<file path="src/rtl/gpib_acceptor.sv">
// GPIB acceptor handshake (AH function): synchronizes the talker lines, runs the
// three-wire handshake and presents each received byte on a valid/ready port.
// Optional ACCEPT watchdog: define GPIB_ACCEPTOR_TIMEOUT_EN.
module gpib_acceptor #(
    parameter int unsigned SETTLE         = 2,
    parameter int unsigned TIMEOUT_CYCLES = 12000000
) (
    input  logic       clk,
    input  logic       rst,
    input  logic       listen,
    input  logic       dav_n,
    input  logic       eoi_n,
    input  logic       atn_n,
    input  logic [7:0] dio_n,
    output logic       nrfd_n,
    output logic       ndac_n,
    output logic [7:0] rx_data,
    output logic       rx_eoi,
    output logic       rx_atn,
    output logic       rx_valid,
    input  logic       rx_ready,
    output logic       err_timeout
);

    typedef enum logic [2:0] {
        IDLE     = 3'd0,
        RDY_WAIT = 3'd1,
        READY    = 3'd2,
        CAPTURE  = 3'd3,
        ACCEPT   = 3'd4
    } state_t;

    localparam logic [3:0] SETTLE_LAST = 4'(SETTLE - 1);

    // {atn_n, eoi_n, dav_n, dio_n[7:0]}; released (all ones) out of reset
    logic [10:0] sync_meta_q;
    logic [10:0] sync_q;

    state_t      state_q,    state_d;
    logic [3:0]  settle_q,   settle_d;
    logic        nrfd_n_q,   nrfd_n_d;
    logic        ndac_n_q,   ndac_n_d;
    logic [7:0]  rx_data_q,  rx_data_d;
    logic        rx_eoi_q,   rx_eoi_d;
    logic        rx_atn_q,   rx_atn_d;
    logic        rx_valid_q, rx_valid_d;

    logic        dav_s;
    logic        eoi_s;
    logic        atn_s;
    logic [7:0]  dio_s;

`ifdef GPIB_ACCEPTOR_TIMEOUT_EN
    localparam logic [23:0] TMO_LAST = 24'(TIMEOUT_CYCLES - 1);
    logic [23:0] tmo_q, tmo_d;
    logic        err_q, err_d;
`endif

    assign dav_s = ~sync_q[8];
    assign eoi_s = ~sync_q[9];
    assign atn_s = ~sync_q[10];
    assign dio_s = ~sync_q[7:0];

    // Two-flop synchronizer for all asynchronous bus lines
    always_ff @(posedge clk) begin
        if (rst) begin
            sync_meta_q <= 11'h7FF;
            sync_q      <= 11'h7FF;
        end else begin
            sync_meta_q <= {atn_n, eoi_n, dav_n, dio_n};
            sync_q      <= sync_meta_q;
        end
    end

    // Next-state, capture and handshake-line decode
    always_comb begin
        state_d    = state_q;
        settle_d   = settle_q;
        rx_data_d  = rx_data_q;
        rx_eoi_d   = rx_eoi_q;
        rx_atn_d   = rx_atn_q;
`ifdef GPIB_ACCEPTOR_TIMEOUT_EN
        tmo_d      = tmo_q;
        err_d      = 1'b0;
`endif
        if (rx_valid_q && rx_ready) begin
            rx_valid_d = 1'b0;
        end else begin
            rx_valid_d = rx_valid_q;
        end

        if (!listen) begin
            // An unlatched byte is dropped; a byte already held stays available
            state_d  = IDLE;
            settle_d = 4'd0;
        end else begin
            case (state_q)
                IDLE: begin
                    state_d = RDY_WAIT;
                end
                RDY_WAIT: begin
                    if (!rx_valid_q && !dav_s) begin
                        state_d = READY;
                    end else begin
                        state_d = RDY_WAIT;
                    end
                end
                READY: begin
                    if (dav_s) begin
                        state_d  = CAPTURE;
                        settle_d = 4'd0;
                    end else begin
                        state_d = READY;
                    end
                end
                CAPTURE: begin
                    if (!dav_s) begin
                        state_d = RDY_WAIT;
                    end else if (settle_q == SETTLE_LAST) begin
                        state_d    = ACCEPT;
                        rx_data_d  = dio_s;
                        rx_eoi_d   = eoi_s;
                        rx_atn_d   = atn_s;
                        rx_valid_d = 1'b1;
`ifdef GPIB_ACCEPTOR_TIMEOUT_EN
                        tmo_d      = 24'd0;
`endif
                    end else begin
                        settle_d = settle_q + 4'd1;
                    end
                end
                ACCEPT: begin
                    if (!dav_s) begin
                        state_d = RDY_WAIT;
`ifdef GPIB_ACCEPTOR_TIMEOUT_EN
                    end else if (tmo_q == TMO_LAST) begin
                        state_d = RDY_WAIT;
                        err_d   = 1'b1;
                    end else begin
                        tmo_d = tmo_q + 24'd1;
`else
                    end else begin
                        state_d = ACCEPT;
`endif
                    end
                end
                default: begin
                    state_d = IDLE;
                end
            endcase
        end

        // Lines are decoded from the next state so they change together with it
        case (state_d)
            IDLE:     begin nrfd_n_d = 1'b1; ndac_n_d = 1'b1; end
            RDY_WAIT: begin nrfd_n_d = 1'b0; ndac_n_d = 1'b0; end
            READY:    begin nrfd_n_d = 1'b1; ndac_n_d = 1'b0; end
            CAPTURE:  begin nrfd_n_d = 1'b0; ndac_n_d = 1'b0; end
            ACCEPT:   begin nrfd_n_d = 1'b0; ndac_n_d = 1'b1; end
            default:  begin nrfd_n_d = 1'b1; ndac_n_d = 1'b1; end
        endcase
    end

    // State and registered outputs
    always_ff @(posedge clk) begin
        if (rst) begin
            state_q    <= IDLE;
            settle_q   <= 4'd0;
            nrfd_n_q   <= 1'b1;
            ndac_n_q   <= 1'b1;
            rx_data_q  <= 8'h00;
            rx_eoi_q   <= 1'b0;
            rx_atn_q   <= 1'b0;
            rx_valid_q <= 1'b0;
`ifdef GPIB_ACCEPTOR_TIMEOUT_EN
            tmo_q      <= 24'd0;
            err_q      <= 1'b0;
`endif
        end else begin
            state_q    <= state_d;
            settle_q   <= settle_d;
            nrfd_n_q   <= nrfd_n_d;
            ndac_n_q   <= ndac_n_d;
            rx_data_q  <= rx_data_d;
            rx_eoi_q   <= rx_eoi_d;
            rx_atn_q   <= rx_atn_d;
            rx_valid_q <= rx_valid_d;
`ifdef GPIB_ACCEPTOR_TIMEOUT_EN
            tmo_q      <= tmo_d;
            err_q      <= err_d;
`endif
        end
    end

    assign nrfd_n   = nrfd_n_q;
    assign ndac_n   = ndac_n_q;
    assign rx_data  = rx_data_q;
    assign rx_eoi   = rx_eoi_q;
    assign rx_atn   = rx_atn_q;
    assign rx_valid = rx_valid_q;
`ifdef GPIB_ACCEPTOR_TIMEOUT_EN
    assign err_timeout = err_q;
`else
    assign err_timeout = 1'b0;
`endif

endmodule

</file>
<file path="config.mk">
export PLATFORM = sky130hd
export DESIGN_NAME = gpib_acceptor
export DESIGN_NICKNAME = d
export VERILOG_FILES = /design/src/rtl/gpib_acceptor.sv
export SDC_FILE = /design/constraint.sdc
export NUM_CORES = 1
export LEC_CHECK = 0
export ABC_AREA = 0
export CORE_UTILIZATION = 47
export DETAILED_ROUTE_END_ITERATION = 16
export GPL_TIMING_DRIVEN = 1
export HOLD_SLACK_MARGIN = 0.08
export MAX_ROUTING_LAYER = met4
export PLACE_DENSITY_LB_ADDON = 0.15
export SLEW_MARGIN = 20
export SYNTH_ARGS = -nofsm -noshare
export SYNTH_HDL_FRONTEND = slang
export SYNTH_SLANG_ARGS = --single-unit
</file>
<file path="constraint.sdc">
create_clock -name clk -period 1.9 [get_ports clk]
set_clock_uncertainty 0.2 [all_clocks]
set_input_delay 0.19 -clock clk [delete_from_list [all_inputs] [get_ports clk]]
set_output_delay 0.19 -clock clk [all_outputs]
set_load 0.005 [all_outputs]
</file>
**Word level (Yosys, flattened, before mapping)**

Index checks and enable logic that the tools add are counted.

- Register bits after elaboration: 42
- Input port bits: 15
- Output and inout bits: 14
- Logic and storage cells: 56

- Add/subtract/negate cells: 1
- Eq/ne operators: 12
- Muxes and demuxes: 18
- Bitwise gates (word level): 5
- Reductions and logical operators: 10

Operator list:

| operator | number |
|---|---|
| $pmux 3 s5 | 1 |
| $eq 3x2->1 const B | 4 |
| $mux 3 | 4 |
| $mux 4 | 3 |
| $mux 1 | 8 |
| $not 8->8 | 1 |
| $pmux 4 s2 | 1 |
| $reduce_and 4->1 | 2 |
| $eq 3x1->1 const B | 2 |
| $eq 3x3->1 const B | 2 |
| $ne 2x2->1 const B | 3 |
| $reduce_or 3->1 | 2 |
| $add 4x1->4 const B | 1 |
| $eq 4x1->1 const B | 1 |
| $not 1->1 | 4 |
| $logic_not 3->1 | 1 |
| $logic_and 1x1->1 | 2 |
| $mux 2 | 1 |
| $reduce_bool 2->1 | 1 |
| $reduce_or 2->1 | 1 |
| $logic_not 1->1 | 1 |

**Depth between registers and ports, before layout**

Gate-level depths: netlist (run 1).

- Word-level depth: 8
- Gate-level depth with buffers: 7
- Mapped depth without buffers: 6

**Worst setup path after synthesis (run 1)**

No wires, ideal clock.

- Path type: reg2reg
- From: register settle_q[0]
- To: register rx_atn_q, in the netlist rx_atn
- Setup time: 0.081 ns
- Arrival: 1.324 ns
- Data required time: 1.619 ns
- Path slack: 0.295 ns
- Stages on the path, launching flop included: 7
- Buffers on the path: 1
- Clock period less this slack: 1.605 ns
- Cell sequence: dfxtp_1 -> ha_1 -> nor3b_2 -> and3_4 -> buf_4 -> nor2_1 -> a211oi_2

- Cells in the longest elaborated chain, start to end: 2

RTL lines:

| item | RTL line | source |
|---|---|---|
| start: declaration | 40 | `logic [3:0] settle_q, settle_d;` |
| start signal: assignment | 181 | `settle_q <= settle_d;` |
| $eq 4x1->1 | 119 | `end else if (settle_q == SETTLE_LAST) begin` |
| $reduce_and 4->1 (no line) | - |  |
| end signal: assignment | 186 | `rx_atn_q <= rx_atn_d;` |
| end: declaration | 45 | `logic rx_atn_q, rx_atn_d;` |

Every way passes these cells.
A chain may end at the register's enable or synchronous reset.

**Final worst setup path (run 1)**

- From: register settle_q[0]
- To: register ndac_n_q, in the netlist ndac_n

- Cells in the longest elaborated chain, start to end: 8

RTL lines:

| item | RTL line | source |
|---|---|---|
| $eq 4x1->1 * | 119 |  |
| $mux 3 * | 119 |  |
| $mux 3 * | 117 | `if (!dav_s) begin` |
| $pmux 3 s5 * | 97 | `case (state_q)` |
| $mux 3 * | 92 | `if (!listen) begin` |
| $eq 3x2->1 / $eq 3x1->1 (equally long branches) | 154 | `case (state_d)` |
| $reduce_or 3->1 (no line) * | - |  |
| $mux 1 * | 154 |  |
| end signal: assignment | 183 | `ndac_n_q <= ndac_n_d;` |
| end: declaration | 42 | `logic ndac_n_q, ndac_n_d;` |

Every way passes the cells marked *; elsewhere a longest branch is shown, timed or not.

==> results of run 1 <==
final timing paths:
check / to
max reg2reg: ndac_n
min reg2reg: sync_q[8]
min: sync_meta_q[6]
max: ndac_n
through the flow:
stage	worst slack [ps]	instances	area, um^2	power [mW]	util, %
3_3_place_gp	174	208	1810	1.02	59.2
2_1_floorplan	295	144	1520	0.983	-
3_5_place_dp	82.9	208	1810	1.03	59.2
6_report	131	217	1900	1.53	62.2
5_1_grt	1.00	217	1900	1.59	62.2
4_1_cts	53.9	216	1890	1.54	61.8
worst reg2reg max path: stages (launching register included):
cell	delay, ps
dfxtp_1	410
ha_1	180
or3b_1	410
a221oi_1	280
nor3_1	110
nor2_1	120
registers in the layout, summed over array words and instances (netlist names):
signal / count
sync_meta_q: 11
sync_q: 11
rx_data: 8
settle_q: 4
state_q: 3
ndac_n: 1
nrfd_n: 1
rx_atn: 1
rx_eoi: 1
rx_valid: 1
report_power, final:
group | leakage (nW) | total (mW) | internal (mW) | switching (mW)
sequential | 0.345 | 0.917 | 0.907 | 0.0101
clock | 0.0446 | 0.521 | 0.253 | 0.268
combinational | 0.297 | 0.0899 | 0.0557 | 0.0341
total | 0.686 | 1.53 | 1.22 | 0.312
cell families (layout without fill, tap and decap cells):
group                      after synthesis  in the layout  synth area share (%)
and+or+nand+nor                         61             62                  23.1
DFF                                     42             42                  55.5
AOI/OAI and AO/OA                       25             25                  14.9
buffers and inverters                   12             40                  3.96
adders and majority gates                2              2                  1.65
other                                    1              1                 0.247
muxes                                    1              1                 0.661
layout make-up:
class	instances	area [um^2]
fillers	278	1150
flip-flops and latches	42	841
multi-input cells	91	628
repair buffers	29	285
clock buffers	8	78.8
well taps	44	55.1
inverters	3	11.3
cells in the mapped netlist, types with 2 or more instances:
master and number:
a21oi_1 6, nand2_1 2, inv_1 3, nor2_1 20
nor3_1 3, ha_1 2, a211oi_2 10, nand2b_1 3
buf_4 4, clkbuf_1 5, dfxtp_1 42, or2_2 22
nand3_1 2, or3b_1 2
per-layer routing:
metal	routed length [um]	track usage (%)
met2	1220	27.1
met4	58	10.2
met3	95	4.62
met5	0	-
met1	1130	19.6
==> summary.md, run 1 <==
| Metric | Value |
|---|---|
| Status | `finished, final reports clean` |
| Number of buffer cells added on primary ports | `27` |
| Achievable clock frequency | `565 MHz` |
| Part of the cycle the worst path needs | `between 90% and 100%` |
| Critical path, cell by cell | `ha_1 > or3b_1 > a221oi_1 > nor3_1 > nor2_1` |
| Count of unique library cells instantiated by Yosys | `32` |
| Worst path required time | `between 1500 and 2000 ps` |
| CTS tree | `yes` |
| Overall routing resource usage | `between 10% and 20%` |
| Grt ovf | `0` |
| Antenna violations before repair | `0` |
| Remaining number of nets flagged by the antenna check after routing | `0` |
| Final Setup Violations | `0` |
| Critical Setup Path Class | `flop to flop` |
| Total Nets Final | `189` |
| Fin Setup TNS | `0 ps` |
| Count of vias placed by the detailed router | `~1100` |
| Max-slew violation count | `0` |
| Total die area | `between 3000 and 4000 um^2` |
| Launch instance of the worst register-to-register path | `settle_q[0]` |
| Die H | `58.8 um` |
| Most common cell after layout, fill and taps aside | `dfxtp_1` |
| Power density of the placed cells | `805 nW/um^2` |
| Worst Reg2Reg Path Length in Cells | `5` |
| Number of diodes added for antenna fixing | `0` |
| H-tree Lvls | `2` |
| Hold/Removal Path Class | `input pin to flop` |
| Cell family with most CP delay | `simple AND/OR/NAND/NOR gates` |
| RePlAce Congestion | `0.849` |
| I/O pin count | `29` |
| Gate count of the mapped netlist | `144` |
| CTS Sinks | `42` |
| Fraction of post-synthesis cell area in the top cell type by area | `55.5%` |
| Insertion delay of the later-clocked pin in the worst-skew pair | `340 ps` |
| Mapped Nets | `161` |
| Number of post-CTS setup repair buffers | `0` |
| Leakage power of the design | `0.686 nW` |
| Worst path depth | `5` |
| Number of DRC violations after detailed-routing iteration 0 | `14` |
| Share of layout cells above drive strength 1 | `26.6%` |
| Avg Cell Area, Syn | `10.5 um^2` |
| Min cycle time layout | `approximately 1800 ps` |
| Crit. Startpoint | `settle_q[0]` |
| Crit. End Element | `flop` |
| Hold path startpoint | `dio_n[6]` |
| Max Buffers Root-to-Sink | `2` |
| Maximum number of pins on one net before global-route repair | `34` |
| Largest fanout on the critical path | `5` |
| Hold_ws | `201 ps` |
| Global-route wire length before repair | `~4200 um` |
| Clock buffer count from CTS | `5` |
| Number of enable-type register cells in the synthesized netlist | `0` |
| Number of warnings printed during yosys synthesis | `0` |
| Prevailing post-synth register cell | `dfxtp_1` |
| Register clock-pin slew on the reported worst setup and hold paths | `between 100 and 150 ps` |
| Number of global-route vias before repair | `983` |
| Startpoint types | `flop` |
| Largest incremental delay on the critical path | `410 ps` |
| DRC errors left | `0` |
| Clock root buffer master | `clkbuf_4` |
| Cell with the biggest individual delay on the critical path | `dfxtp_1` |
| Register-to-register path setup slack | `130 ps` |
| Initial core utilization | `about half` |
| Iteration count of the initial detailed-routing pass | `4` |
| Half-perimeter wire length after detailed placement | `1710 um` |
| Setup repair after global routing missed its margin | `no` |
| IR Drop Worst-Case VDD | `0.515 mV` |
| CP arrival | `1850 ps` |
| Routed length per placed instance | `about 12 um` |
| Post-Synthesis Cell Area | `about 1500 um^2` |
| Via-per-instance ratio | `4.84` |
| CTS Hold Bufs | `0` |
| Number of maximum-capacitance violations | `0` |
| Number of gates resized after cts | `0` |
| Area of the core region | `between 3000 and 4000 um^2` |
| Buffer and inverter count on the worst path | `0` |
| Routed Wire Length | `2500 um` |
| Syn-to-layout area delta | `25.4%` |
| Area contributors post-synth | `dfxtp_1 (55%), or2_2 (9.1%), a211oi_2 (8.3%)` |
| Count of final hold-check violations | `0` |
| Post-synthesis async set-or-reset flop share | `0%` |
| Post-synthesis sequential area ratio | `between 50% and 60%` |
| Most frequent cells in the layout | `dfxtp_1 (42), clkdlybuf4s50_1 (27), or2_2 (22)` |
| Dominant cell type by area after synthesis | `dfxtp_1` |
| Row Count | `20` |
| Worst Hold Path Cells | `2` |
| Die width | `58.8 um` |
| Number of synthesized register bits | `42` |
Note: power is estimated with default switching activity, not from simulation.
==> run 2: changes to the inputs <==
Settings changed: SLEW_MARGIN 20 to default.
==> results of run 2 <==
No change in the layout: final DEF, timing and power equal those of run 1.
==> run 3: changes to the inputs <==
Settings changed: CAP_MARGIN from default to 25, DONT_BUFFER_PORTS from default to 1.
==> run 3 against run 2 <==
  * Via count down 5.5%
  * Critical path depth down 1
  * Clock power up 6.3%
  * Setup slack better by 17 ps
  * Combinational power down 9.0%
  * Sequential power about the same
  * Core utilization down 4.1 points
  * Sequential share of layout area up 3.1 points
  * Largest cell class unchanged
  * Highest routed layer unchanged
==> summary.md, run 3 (same netlist as run 1, synthesis figures left out) <==
| Metric | Value |
|---|---|
| Count of placed standard cells including taps | `180` |
| Max-slew violation count | `0` |
| Overall power of the completed layout | `1.55 mW` |
| Remaining number of nets flagged by the antenna check after routing | `0` |
| Total Nets Final | `between 150 and 200` |
| Min cycle time layout | `1750 ps` |
| Startpoint types | `flop` |
| Register clock-pin slew on the reported worst setup and hold paths | `about 110 ps` |
| Number of DRC violations after detailed-routing iteration 0 | `7` |
| Clock buffer count from CTS | `5` |
| Largest fanout on the critical path | `10` |
| Count of final hold-check violations | `0` |
| Routed Wire Length | `2560 um` |
| Part of the cycle the worst path needs | `between 90 and 100%` |
| Count of filler cells inserted in the layout | `264` |
| Number of gates resized after cts | `0` |
| Routed length per placed instance | `12.6 um` |
| Count of vias placed by the detailed router | `around 990` |
| Leakage power of the design | `~0.65 nW` |
| IR Drop Worst-Case VDD | `about 0.47 mV` |
| Power density of the placed cells | `876 nW/um^2` |
| Most frequent cells in the layout | `dfxtp_1 (42), or2_2 (22), nor2_1 (20)` |
| GRT met3 Usage | `8.13%` |
| CTS tree | `yes` |
| Initial core utilization | `49.6%` |
| RePlAce Congestion | `roughly 0.86` |
| Max Buffers Root-to-Sink | `2` |
| Worst path required time | `1940 ps` |
| Maximum number of pins on one net before global-route repair | `35` |
| Number of buffer cells added on primary ports | `0` |
| Post-route setup slack | `147 ps` |
| Number of diodes added for antenna fixing | `0` |
| Highest-utilization routing layer at the global route stage | `met2` |
| Syn-to-layout area delta | `17.2%` |
| Met2 routing resource usage after global routing | `between 20% and 30%` |
| I/O pin count | `29` |
| Die H | `a little under 60 um` |
| Global-route wire length before repair | `3970 um` |
| Grt ovf | `0` |
| Via-per-instance ratio | `4.86` |
| Cell area reported after detailed placement | `1530 um^2` |
| Overall routing resource usage | `16.7%` |
| DRC errors left | `0` |
| Post-placement setup slack | `107 ps` |
| Number of global-route vias before repair | `958` |
| Row Count | `20` |
| Multi-input logic area | `622 um^2` |
| Critical Setup Path Class | `flop to flop` |
| Status | `finished, final reports clean` |
| Clock root buffer master | `clkbuf_4` |
| Post-route cell area | `1780 um^2` |
| Fin Setup TNS | `0 ps` |
| Crit. End Element | `flop` |
| Insertion delay of the later-clocked pin in the worst-skew pair | `350 ps` |
| Total area of sequential cells | `841 um^2` |
| Total die area | `approximately 3500 um^2` |
| Non-filler instance count after layout | `just over 200` |
| Number of maximum-capacitance violations | `0` |
| Antenna violations before repair | `0` |
| Final Core Density | `58.2%` |
| Iteration count of the initial detailed-routing pass | `2` |
| Hold_ws | `220 ps` |
| Setup repair after global routing missed its margin | `no` |
| Met1 Use GR | `between 10% and 20%` |
| Share of layout cells above drive strength 1 | `28.1%` |
| Most common cell after layout, fill and taps aside | `dfxtp_1` |
| CP arrival | `1790 ps` |
| Area of the core region | `3050 um^2` |
| Half-perimeter wire length after detailed placement | `1560 um` |
| Die width | `58.8 um` |
| Final Setup Violations | `0` |
| Hold/Removal Path Class | `flop to flop` |
| Achievable clock frequency | `571 MHz` |
| CTS Sinks | `42` |
| Number of post-CTS setup repair buffers | `0` |
| H-tree Lvls | `2` |
-- run 3: layout make-up --
cell class | instances | share of cell area [%]
inverter | 3 | 0.634
timing repair buffer | 16 | 9.44
multi-input combinational | 91 | 35.0
sequential | 42 | 47.4
clock inverter | 2 | 2.11
clock buffer | 6 | 2.33
tap | 44 | 3.10
-- run 3: worst paths after layout --
check / from / endpoint / slack [ps] / cells after the start
setup / recovery: settle_q[0] / rx_data[6] / 150 / 4
hold / removal: sync_meta_q[6] / sync_q[6] / 220 / 1
setup reg to reg: settle_q[0] / rx_data[6] / 150 / 4
hold reg to reg: sync_meta_q[6] / sync_q[6] / 220 / 1
-- run 3: power breakdown --
group	internal, mW	total (mW)	switching (mW)
Sequential	0.907	0.918	0.0109
Clock	0.278	0.554	0.277
Combinational	0.0478	0.0818	0.0340
Total	1.23	1.55	0.322
-- run 3: metal layers --
metal | share of wire, % | wire [um] | up-vias
met5 | 0 | 0 | -
met4 | 3.3 | 84 | 0
met3 | 4.7 | 121 | 11
met2 | 46 | 1180 | 26
met1 | 46 | 1180 | 444
li1 | - | - | 511
-- run 3: worst max-delay path, cell delays in order (launching register included) --
cell,delay [ps]
dfxtp_1,420
ha_1,170
nor3b_2,300
and3_2,440
a211oi_2,110
-- run 3: repair_timing --
item,CTS,global route
hold endpoints to repair,40,0
setup endpoints to repair,0,3
hold buffers,15,0
